==> src/rtl/cdb_arbiter_pkg.sv <==
// Shared core definitions for the common data bus: ROB tag/result widths, functional unit
// indices and the CDB beat layout used by the ROB and the reservation stations.
package cdb_arbiter_pkg;

    localparam int unsigned TAG_W   = 5;
    localparam int unsigned DATA_W  = 32;
    localparam int unsigned N_UNITS = 4;

    localparam int unsigned UNIT_ALU  = 0;
    localparam int unsigned UNIT_MUL  = 1;
    localparam int unsigned UNIT_DIV  = 2;
    localparam int unsigned UNIT_LDST = 3;

    typedef struct packed {
        logic              valid;
        logic [TAG_W-1:0]  tag;
        logic [DATA_W-1:0] data;
        logic              branch;
        logic              branch_taken;
    } cdb_beat_t;

    // A single requester still needs a 1-bit pointer.
    function automatic int unsigned ptr_width(input int unsigned n);
        return (n > 1) ? $clog2(n) : 1;
    endfunction

endpackage

==> src/rtl/cdb_arbiter_rr_pick.sv <==
// Combinational round-robin pick: rotate the request vector by the priority pointer,
// take the lowest set bit, then rotate the winner index back to unit numbering.
module rr_pick #(
    parameter int unsigned N_REQ = 4,
    parameter int unsigned PTR_W = 2
) (
    input  logic [N_REQ-1:0] req_valid,
    input  logic [PTR_W-1:0] ptr,
    input  logic             enable,
    output logic [N_REQ-1:0] grant,
    output logic [PTR_W-1:0] winner,
    output logic             found
);

    localparam logic [PTR_W:0] N_WIDE = N_REQ[PTR_W:0];

    logic [N_REQ-1:0] rotated;
    logic [PTR_W-1:0] offset;
    logic [PTR_W:0]   sum;

    always_comb begin
        rotated = N_REQ'({req_valid, req_valid} >> ptr);

        offset = '0;
        for (int i = N_REQ - 1; i >= 0; i--) begin
            if (rotated[i]) begin
                offset = PTR_W'(i);
            end
        end
        found = enable & (|rotated);

        // Unrotate: (offset + ptr) mod N_REQ without a divider.
        sum = {1'b0, offset} + {1'b0, ptr};
        if (sum >= N_WIDE) begin
            sum = sum - N_WIDE;
        end
        winner = sum[PTR_W-1:0];

        grant = '0;
        for (int i = 0; i < N_REQ; i++) begin
            grant[i] = found && (winner == PTR_W'(i));
        end
    end

endmodule

==> src/rtl/cdb_arbiter.sv <==
// Round-robin CDB arbiter: grants one completed functional-unit result per cycle and
// registers it as the CDB beat seen by the ROB and reservation stations.
module cdb_arbiter #(
    parameter int unsigned N_REQ  = 4,
    parameter int unsigned TAG_W  = cdb_arbiter_pkg::TAG_W,
    parameter int unsigned DATA_W = cdb_arbiter_pkg::DATA_W
) (
    input  logic                    clock,
    input  logic                    reset,
    input  logic                    flush,
    input  logic [N_REQ-1:0]        req_valid,
    input  logic [N_REQ*TAG_W-1:0]  req_tag,
    input  logic [N_REQ*DATA_W-1:0] req_data,
    input  logic [N_REQ-1:0]        req_branch,
    input  logic [N_REQ-1:0]        req_branch_taken,
    output logic [N_REQ-1:0]        req_grant,
    output logic                    Cdb_valid,
    output logic [TAG_W-1:0]        Cdb_rd_tag,
    output logic [DATA_W-1:0]       Cdb_data,
    output logic                    Cdb_branch,
    output logic                    Cdb_branch_taken
);

    import cdb_arbiter_pkg::*;

    localparam int unsigned    PTR_W    = ptr_width(N_REQ);
    localparam logic [PTR_W-1:0] PTR_LAST = PTR_W'(N_REQ - 1);

    logic [PTR_W-1:0]  ptr_q, ptr_d;
    logic [N_REQ-1:0]  pick_grant;
    logic [PTR_W-1:0]  winner;
    logic              found;

    logic [TAG_W-1:0]  sel_tag;
    logic [DATA_W-1:0] sel_data;
    logic              sel_branch;
    logic              sel_branch_taken;

    logic              valid_q;
    logic [TAG_W-1:0]  tag_q;
    logic [DATA_W-1:0] data_q;
    logic              branch_q;
    logic              branch_taken_q;

    // Flush and reset both suppress the grant so no unit believes it was accepted.
    rr_pick #(
        .N_REQ (N_REQ),
        .PTR_W (PTR_W)
    ) u_rr_pick (
        .req_valid (req_valid),
        .ptr       (ptr_q),
        .enable    (~flush & ~reset),
        .grant     (pick_grant),
        .winner    (winner),
        .found     (found)
    );

    assign req_grant = pick_grant;

    always_comb begin
        sel_tag          = '0;
        sel_data         = '0;
        sel_branch       = 1'b0;
        sel_branch_taken = 1'b0;
        for (int i = 0; i < N_REQ; i++) begin
            if (winner == PTR_W'(i)) begin
                sel_tag          = req_tag[i*TAG_W +: TAG_W];
                sel_data         = req_data[i*DATA_W +: DATA_W];
                sel_branch       = req_branch[i];
                sel_branch_taken = req_branch_taken[i];
            end
        end
    end

    always_comb begin
        ptr_d = ptr_q;
        if (found) begin
            ptr_d = (winner == PTR_LAST) ? '0 : winner + PTR_W'(1);
        end
    end

    always_ff @(posedge clock or posedge reset) begin
        if (reset) begin
            ptr_q          <= '0;
            valid_q        <= 1'b0;
            tag_q          <= '0;
            data_q         <= '0;
            branch_q       <= 1'b0;
            branch_taken_q <= 1'b0;
        end else begin
            ptr_q   <= ptr_d;
            valid_q <= found;
            // Payload fields hold on idle cycles; only Cdb_valid marks a fresh beat.
            if (found) begin
                tag_q          <= sel_tag;
                data_q         <= sel_data;
                branch_q       <= sel_branch;
                branch_taken_q <= sel_branch_taken;
            end
        end
    end

    assign Cdb_valid        = valid_q;
    assign Cdb_rd_tag       = tag_q;
    assign Cdb_data         = data_q;
    assign Cdb_branch       = branch_q;
    assign Cdb_branch_taken = branch_taken_q;

endmodule

==> config.mk <==
export PLATFORM = sky130hd
export DESIGN_NAME = cdb_arbiter
export DESIGN_NICKNAME = d
export VERILOG_FILES = /design/src/rtl/cdb_arbiter_pkg.sv /design/src/rtl/cdb_arbiter_rr_pick.sv /design/src/rtl/cdb_arbiter.sv
export SDC_FILE = /design/constraint.sdc
export NUM_CORES = 1
export LEC_CHECK = 0
export CAP_MARGIN = 25
export CORE_MARGIN = 4
export CORE_UTILIZATION = 30
export CTS_CLUSTER_DIAMETER = 150
export DETAILED_ROUTE_END_ITERATION = 6
export DONT_BUFFER_PORTS = 1
export HOLD_SLACK_MARGIN = 0.15
export PLACE_DENSITY = 0.4
export SETUP_SLACK_MARGIN = 0.2
export SYNTH_ARGS = -nofsm -noshare
export SYNTH_HDL_FRONTEND = slang
export SYNTH_SLANG_ARGS = --single-unit
==> constraint.sdc <==
create_clock -name clock -period 4.5 [get_ports clock]
set_input_delay 0.675 -clock clock [delete_from_list [all_inputs] [get_ports clock]]
set_output_delay 0.675 -clock clock [all_outputs]
set_load 0.02 [all_outputs]
==> results_dict.tcl, run 1 <==
set metrics [dict create \
    hold_class "in -> async" \
    reg2reg_slack_ns 1.09 \
    gp_routability_congestion 0.743 \
    drive_above_1_share_pct 13.9 \
    ctsRootBufferMaster "clkbuf_8" \
    wire_per_inst_um 23.6 \
    hold_viol_final 0 \
    p_leak_nw 1.17 \
    place_ws_ns 1.07 \
    ioPinCount 207 \
    syn_inst 321 \
    coreArea_um2 9420 \
    r2r-start "ptr_q[0]" \
    grtUsageMet3_pct 7.16 \
    post_cts_resized 0 \
    critPathArrivalTime_ns 2.95 \
    finalSetupViolations 0 \
    grt_use_total_pct 17.1 \
    crit_buf_inv 2 \
    routed_wirelength_um 10200 \
    cpPeakStageDelay_ns 0.54 \
    status "finished, final reports clean" \
    holdWs_ns 0.271 \
    synth_seq_cells 42 \
    max_slew_margin_pct 52.1 \
    mostFrequentLayoutCell "nor2_1" \
    start_kind "flip-flop" \
    path_class "reg -> out" \
    setup_tns_ns 0 \
    start_util_pct 31.3 \
    grt_use_met2_pct 29.4 \
    postCtsHoldBufs 0 \
    insertion_delay_ns 0.30 \
    final_cell_mix "43 x nor2_1, 42 x dfrtp_1, 39 x o21a_1, 39 x a22oi_1, 38 x a221o_1" \
    die_area_um2 11500 \
    die_h_um 107 \
    cts_buffer_depth 2 \
    grt-busiest-layer "met2" \
    clk_pin_slew_ns 0.09 \
    powerDensity_nw_per_um2 1340 \
    row_count 35 \
    clock.fmax_ghz 0.276 \
    syn_nets 489 \
    htree_levels 2 \
    period_share_pct 80.6 \
    synth.cell_area_um2 2950 \
    crit_path_frequent_cell "xor2_1" \
    syn_area_per_cell_um2 9.19 \
    met1_usage_pct 19.8 \
    synth.distinct_cells 31 \
    drc 0 \
    cts_made_buffers 5 \
    crit_slowest_cell "dfrtp_1" \
    setup_ws_ns 0.873 \
    path_cells "nand2b_1 > o22ai_1 > o21ai_0 > o221ai_1 > ha_1 > xor2_1 > xor2_1 > ha_2 > inv_1 > nor2_1 > buf_4" \
    peakVddDrop_uv 515 \
    drtIter0Drc 138 \
    antenna_found_initial 0 \
    dp_hpwl_um 7210 \
    vias 2554 \
    via_per_inst 5.91 \
    rsz0062_at_grt "no" \
    maxCapViolations 0 \
    diodes 0 \
    grt_pass1_vias 2671 \
    firstDrtPassIters 4 \
    worst_pin_slew_ns 0.717 \
    areaGrowthSynthToFinish_pct 5.13 \
    grt_overflow 0 \
    cts.sinks 42 \
    path_max_fanout 15 \
    worstReg2RegEnd "Cdb_data[15]" \
    grt_max_degree 49 \
    grt_pass1_wl_um 15300 \
    dieWidth_um 107 \
    postCtsSetupBuffers 0 \
    path_delay_family "flip-flops" \
    r2r_cells 13 \
    synth_warnings 0 \
    cp-end-kind "output port" \
    portBuffers 0 \
    tritoncts "built" \
    antenna_left 0 \
    seq_area_frac_synth_pct 35.6 \
    fin_nets 470 \
    post-route-min-period_ns 3.63 \
    slew_viol_final 0 \
    skew_ns 0.00621 \
    crit_required_ns 3.83 \
]
[power by group]
part / internal [mW] / total, mW / switching [mW] / leakage [nW]
Sequential: 0.568 / 0.956 / 0.388 / 0.481
Combinational: 1.32 / 2.95 / 1.63 / 0.646
Clock: 0.124 / 0.265 / 0.141 / 0.0482
Total: 2.01 / 4.17 / 2.16 / 1.17
[Yosys cell counts]
cell type | n | share of area [%]
o21ai_0 | 5 | 0.85
or4_1 | 1 | 0.25
nor2b_1 | 2 | 0.42
a211o_1 | 1 | 0.30
nand2_1 | 7 | 0.89
o22ai_1 | 1 | 0.21
a22oi_1 | 39 | 9.9
nand2b_1 | 3 | 0.64
buf_6 | 6 | 2.3
a21oi_2 | 18 | 5.3
a21oi_1 | 22 | 3.7
nor2_1 | 43 | 5.5
a221o_1 | 38 | 13
buf_4 | 4 | 1.0
o221ai_1 | 2 | 0.59
xnor2_1 | 1 | 0.30
o311ai_2 | 1 | 0.55
inv_1 | 5 | 0.64
xor2_1 | 2 | 0.59
o21a_1 | 39 | 9.9
and2_1 | 2 | 0.42
ha_1 | 5 | 2.1
inv_2 | 1 | 0.13
mux2i_1 | 2 | 0.68
and3b_1 | 1 | 0.30
buf_1 | 1 | 0.13
dfrtp_1 | 42 | 36
nand3_1 | 1 | 0.17
clkbuf_1 | 18 | 2.3
buf_2 | 7 | 1.2
nor3_1 | 1 | 0.17
[sequential cells by signal, summed over array words and instances (netlist names)]
signal and count:
Cdb_branch 1, Cdb_branch_taken 1, Cdb_data 32, Cdb_rd_tag 5, Cdb_valid 1, ptr_q 2
[stage by stage]
stage	power, mW	utilization, %	std cells	cell area [um2]
after CTS	4.25	32.7	431	3080
after floorplan	3.33	-	321	2950
final	4.17	33.0	432	3100
after global placement	3.93	31.8	423	2990
after detailed placement	3.96	31.8	423	2990
after global routing	4.59	33.0	432	3100
[final cells by class]
| cell class | count | area (um2) |
|---|---|---|
| clock buffers | 7 | 86.3 |
| clock inverters | 1 | 5.00 |
| fillers | 1010 | 6310 |
| inverters | 6 | 22.5 |
| multi-input cells | 237 | 1690 |
| flip-flops and latches | 42 | 1050 |
| well taps | 129 | 161 |
| repair buffers | 10 | 87.6 |
[how the worst max path moves through the flow]
stage	cells after the start	from	end
after floorplan	11	req_valid[0]	req_grant[3]
after global placement	13	req_valid[2]	Cdb_data[15]
after detailed placement	13	req_valid[1]	Cdb_data[15]
after CTS	11	ptr_q[0]	req_grant[2]
after global routing	11	ptr_q[0]	req_grant[2]
final	11	ptr_q[0]	req_grant[2]
[cells by family after synthesis]
logic type	share of synthesized area [%]
xor+xnor	0.890
compound gates	44.3
fa+ha+maj	2.12
simple gates	8.73
buf+inv	7.67
flops	35.6
mux	0.678
[routing by layer]
layer | share of wire, % | wire, um
met1 | 40 | 4120
met2 | 48 | 4860
met3 | 11 | 1130
met4 | 0.92 | 94
met5 | 0 | 0
No activity file was read; power rests on OpenSTA's default activity.
==> run 2, diff against run 1 <==
==> constraint.sdc (replaced) <==
create_clock -name clock -period 3.7 [get_ports clock]
set_input_delay 0.555 -clock clock [delete_from_list [all_inputs] [get_ports clock]]
set_output_delay 0.555 -clock clock [all_outputs]
set_load 0.02 [all_outputs]
==> run 2 against run 1 <==
Flip-flop and latch count is the same. Die area is the same. Via count shrank 0.78%. Clock skew is essentially flat. Sequential share of layout area shrank 0.60 points. Largest cell class unchanged. Utilization grew 0.64 points. Global-route usage shrank 0.70 points. Setup slack lost 0.46 ns. Critical path depth shrank 1. Critical endpoint is now req_grant[1]. Combinational power grew 27%. Wire length is essentially flat. Largest power group unchanged.
==> results_dict.tcl, run 2 (same netlist as run 1, synthesis figures left out) <==
set metrics [dict create \
    p_leak_nw 1.19 \
    crit_required_ns 3.14 \
    slew_viol_final 0 \
    maxCapViolations 0 \
    powerDensity_nw_per_um2 1660 \
    finalSetupViolations 0 \
    row_count 35 \
    fillers 981 \
    tritoncts "built" \
    routed_wirelength_um 10200 \
    hold_class "in -> async" \
    grt_overflow 0 \
    critPathArrivalTime_ns 2.73 \
    drtIter0Drc 144 \
    firstDrtPassIters 7 \
    grt_pass1_wl_um 14800 \
    via_per_inst 5.84 \
    path_class "reg -> out" \
    gp_routability_congestion 0.757 \
    clk_pin_slew_ns 0.08 \
    crit_path_frequent_cell "o221ai_1" \
    skew_ns 0.00641 \
    holdWs_ns 0.167 \
    cts.sinks 42 \
    post-route-min-period_ns 3.29 \
    htree_levels 2 \
    die_area_um2 11500 \
    coreArea_um2 9420 \
    drc 0 \
    insertion_delay_ns 0.30 \
    postCtsHoldBufs 0 \
    grt_use_total_pct 16.4 \
    wire_per_inst_um 23.5 \
    final_cell_mix "43 x nor2_1, 41 x dfrtp_1, 39 x o21a_1, 39 x a22oi_1, 38 x a221o_1" \
    crit_slowest_cell "dfrtp_2" \
    path_max_fanout 41 \
    multi_input_area_um2 1700 \
    r2r_cells 14 \
    rsz0062_at_grt "yes" \
    grt_pass1_vias 2603 \
    dp_hpwl_um 7070 \
    worst_pin_slew_ns 0.837 \
    antenna_left 0 \
    diodes 0 \
    hold_viol_final 0 \
    areaGrowthSynthToFinish_pct 7.16 \
    worstReg2RegEnd "Cdb_data[7]" \
    portBuffers 0 \
    dieWidth_um 107 \
    seqCellArea_um2 1050 \
    max_slew_margin_pct 44.2 \
    die_h_um 107 \
    path_cells "nand2b_1 > o221ai_1 > o21ai_0 > o221ai_1 > ha_1 > xor2_1 > xnor2_1 > ha_2 > buf_12 > and2_2" \
    start_util_pct 31.3 \
    cts_buffer_depth 2 \
    drive_above_1_share_pct 15.4 \
    mostFrequentLayoutCell "nor2_1" \
    setup_tns_ns 0 \
    ioPinCount 207 \
    ctsRootBufferMaster "clkbuf_8" \
    largest_reg_flops 32 \
    cts_made_buffers 5 \
    antenna_found_initial 0 \
    fin_cells 434 \
    peakVddDrop_uv 665 \
    clock.fmax_ghz 0.304 \
    r2r-start "ptr_q[0]" \
    period_share_pct 88.9 \
    grt_max_degree 78 \
    start_kind "flip-flop" \
    status "finished, final reports clean" \
    placed_cells 423 \
    cpPeakStageDelay_ns 0.48 \
    fin_nets 472 \
    reg2reg_slack_ns 0.64 \
    vias 2534 \
    cp-end-kind "output port" \
]
[run 2: changes by cell type in the layout (fill, tap and decap cells not counted), sizes merged]
cell	before	now
buf	10	11
clkinvlp	0	1
inv	6	5
nor2b	2	3
[run 2: worst max path at each step]
stage | startpoint | endpoint | slack (ns) | cells after the start
final | ptr_q[0] | req_grant[1] | 0.41 | 10
after global routing | ptr_q[0] | req_grant[1] | 0.18 | 10
after detailed placement | req_valid[0] | Cdb_data[22] | 0.39 | 11
after CTS | ptr_q[0] | req_grant[1] | 0.29 | 10
after floorplan | req_valid[0] | req_grant[3] | 0.61 | 11
after global placement | ptr_q[0] | Cdb_data[20] | 0.41 | 12
[run 2: report_power, final]
| part | switching, mW | internal, mW |
|---|---|---|
| combinational | 2.05 | 1.71 |
| clock | 0.167 | 0.151 |
| sequential | 0.471 | 0.692 |
[run 2: critical path: cells and delay by family (launching register included)]
kind | cells | cell delay, ns
simple gates | 2 | 0.42
compound gates | 3 | 0.34
xor+xnor | 2 | 0.44
flops | 1 | 0.48
fa+ha+maj | 2 | 0.51
buf+inv | 1 | 0.25
[run 2: stage by stage]
step | utilization [%] | setup WS, ns | area (um2) | total power [mW]
2_1_floorplan | - | 0.614 | 2950 | 4.06
3_3_place_gp | 31.9 | 0.415 | 3000 | 4.78
3_5_place_dp | 31.9 | 0.389 | 3000 | 4.80
4_1_cts | 33.0 | 0.291 | 3110 | 5.19
5_1_grt | 33.6 | 0.182 | 3160 | 5.76
6_report | 33.6 | 0.412 | 3160 | 5.24
[run 2: layout make-up]
cell class | instances | share of cell area [%]
Tap cell | 129 | 5.10
Sequential cell | 42 | 33.3
Multi-Input combinational cell | 238 | 53.9
Clock inverter | 1 | 0.158
Timing Repair Buffer | 11 | 4.03
Clock buffer | 7 | 2.73
Inverter | 6 | 0.831
[run 2: routing by layer]
layer  GRT usage, %  share of wire (%)  wire length (um)  vias to the layer above
met5              0                  0                 0                        -
met4           3.56               0.74                76                        0
met3           6.20                 11              1110                        5
met2           27.7                 48              4920                      152
met1           19.9                 40              4100                     1180
li1               -                  -                 -                     1197
[run 2: what timing repair did]
| action | 4_1_cts | 5_1_grt |
|---|---|---|
| setup buffers | 1 | 0 |
| cloned | 0 | 1 |
| endpoints found under the setup margin | 2 | 39 |
| resized for setup | 2 | 5 |
==> run 3, diff against run 2 <==
--- a/config.mk
+++ b/config.mk
@@ -10,9 +10,8 @@
 export CORE_UTILIZATION = 30
 export CTS_CLUSTER_DIAMETER = 150
 export DETAILED_ROUTE_END_ITERATION = 6
-export DONT_BUFFER_PORTS = 1
 export HOLD_SLACK_MARGIN = 0.15
-export PLACE_DENSITY = 0.4
+export PLACE_DENSITY = 0.67
 export SETUP_SLACK_MARGIN = 0.2
 export SYNTH_ARGS = -nofsm -noshare
 export SYNTH_HDL_FRONTEND = slang
==> run 3 against run 2 <==
Global-route usage is 3.3 points higher. Setup slack lost 0.033 ns. Total power is 12% higher. Via count increased by 35%. Register-to-register slack worse by 0.15 ns. First-iteration DRC count rose by 4.9%. Wire length is 16% higher. Combinational power grew 26%. Hold slack better by 0.35 ns. Clock skew decreased by 0.0016 ns. Design area rose by 67%. Critical endpoint unchanged.
==> results_dict.tcl, run 3 (same netlist as run 1, synthesis figures left out) <==
set metrics [dict create \
    hold_class "reg -> reg" \
    start_kind "flip-flop" \
    largest_reg_flops 32 \
    p_sw_mw 2.80 \
    status "finished, final reports clean" \
    crit_required_ns 3.14 \
    r2r-start "ptr_q[0]" \
    drc 0 \
    grt_overflow 0 \
    hp-start "Cdb_branch" \
    ctsRootBufferMaster "clkbuf_8" \
    maxCapViolations 0 \
    grt_max_degree 46 \
    antenna_found_initial 0 \
    grt_pass1_wl_um 17900 \
    clock.fmax_ghz 0.301 \
    finalSetupViolations 0 \
    max_slew_margin_pct 58.8 \
    whs_path_depth 2 \
    via_per_inst 5.26 \
    hold_viol_final 0 \
    powerDensity_nw_per_um2 1110 \
    min_to "Cdb_branch" \
    p_seq_share_pct 14.2 \
    path_max_fanout 11 \
    crit_path_frequent_cell "ha_2" \
    drive_above_1_share_pct 11.9 \
    worst_pin_slew_ns 0.617 \
    intPower_mw 3.07 \
    wire_per_inst_um 18.2 \
    crit_slowest_cell "dfrtp_1" \
    p_comb_share_pct 80.4 \
    grt_pass1_vias 3414 \
    antenna_left 0 \
    p_leak_nw 2.08 \
    reg2reg_slack_ns 0.49 \
    setup_tns_ns 0 \
    cp-end-kind "output port" \
    skew_ns 0.00480 \
    firstDrtPassIters 4 \
    die_h_um 107 \
    row_count 35 \
    mostFrequentLayoutCell "clkdlybuf4s50_1" \
    slew_viol_final 0 \
    areaGrowthSynthToFinish_pct 78.8 \
    peakVddDrop_uv 572 \
    start_util_pct 31.3 \
    post-route-min-period_ns 3.32 \
    path_cells "nand2b_1 > o22ai_1 > o21ai_0 > o221ai_1 > ha_2 > xor2_2 > buf_4 > xnor2_2 > ha_2 > and2_1 > clkdlybuf4s15_2" \
    rsz0062_at_grt "no" \
    r2r_cells 14 \
    ioPinCount 207 \
    cts.sinks 42 \
    holdWs_ns 0.521 \
    critPathArrivalTime_ns 2.77 \
    worstReg2RegEnd "Cdb_data[24]" \
    cts_made_buffers 5 \
    p_sw_share_pct 47.7 \
    dieWidth_um 107 \
    p_clk_share_pct 5.3 \
    gp_routability_congestion 0.824 \
    dp_hpwl_um 8280 \
    routed_wirelength_um 11800 \
    portBuffers 206 \
    multi_input_area_um2 1730 \
    grt_use_total_pct 19.7 \
    insertion_delay_ns 0.29 \
    die_area_um2 11500 \
    seqCellArea_um2 1050 \
    fin_nets 687 \
    htree_levels 2 \
    clk_pin_slew_ns 0.08 \
    tritoncts "built" \
    cts_buffer_depth 2 \
    vias 3416 \
    cpPeakStageDelay_ns 0.54 \
    coreArea_um2 9420 \
    period_share_pct 89.8 \
    drtIter0Drc 151 \
    fillers 894 \
    final_cell_mix "198 x clkdlybuf4s50_1, 42 x dfrtp_1, 42 x nor2_1" \
    diodes 0 \
    path_class "reg -> out" \
]
## run 3: cell count changes in the layout (fill, tap and decap cells not counted), moves of 2 or more
| cell | change |
|---|---|
| clkdlybuf4s50_1 | +198 |
| buf_4 | +12 |
| dlymetal6s2s_1 | +4 |
| ha_1 | -2 |
| ha_2 | +2 |
## run 3: power groups by stage
stage	registers [mW]	clock network, mW	logic (mW)
after floorplan	1.09	0	2.96
after global placement	0.827	0	4.60
after detailed placement	0.843	0	4.64
after CTS	0.836	0.325	4.77
after global routing	0.871	0.343	5.20
final	0.836	0.312	4.72
## run 3: worst max path at each step
stage / start / endpoint / slack [ns] / cells past startpoint
after detailed placement: req_valid[1] / Cdb_rd_tag[0] / -0.28 / 14
after CTS: req_valid[2] / req_grant[2] / 0.08 / 12
final: ptr_q[0] / req_grant[1] / 0.38 / 11
after global routing: ptr_q[0] / req_grant[1] / 0.19 / 11
after floorplan: req_valid[0] / req_grant[3] / 0.61 / 11
after global placement: req_valid[3] / Cdb_rd_tag[2] / -0.17 / 15
## run 3: layout make-up
class | count | area share [%]
Timing Repair Buffer | 226 | 42.2
Clock buffer | 7 | 1.64
Clock inverter | 1 | 0.0948
Sequential cell | 42 | 19.9
Multi-Input combinational cell | 238 | 32.7
Inverter | 6 | 0.427
Tap cell | 129 | 3.06
## run 3: critical path: cells and delay by family, from the launching register on
kind,cells,cell delay [ns]
XOR/XNOR,2,0.34
AND/OR/NAND/NOR,2,0.32
AO/OA/AOI/OAI,3,0.40
adder cells (fa/ha/maj),2,0.44
buffers and inverters,2,0.43
flip-flops,1,0.54
## run 3: repair_timing
action,in CTS,in global routing
resized for setup,11,16
cloned,1,0
setup endpoints to repair,42,42
pin swaps,0,2
hold buffers,0,0
setup buffers,1,1
## run 3: layer usage
metal | routed length (um) | track usage [%]
met1 | 4640 | 22.6
met2 | 6010 | 36.2
met3 | 1060 | 5.84
met5 | 0 | 0
met4 | 113 | 3.74
## run 3: through the flow
| stage | area (um2) | power [mW] | setup WS, ns | utilization, % | cells |
|---|---|---|---|---|---|
| finish | 5280 | 5.87 | 0.379 | 56.1 | 649 |
| global route | 5280 | 6.42 | 0.194 | 56.1 | 649 |
| CTS | 5240 | 5.93 | 0.0794 | 55.6 | 647 |
| detailed placement | 5110 | 5.48 | -0.285 | 54.3 | 637 |
| global placement | 5110 | 5.43 | -0.166 | 54.3 | 637 |
| floorplan | 2950 | 4.06 | 0.614 | - | 321 |
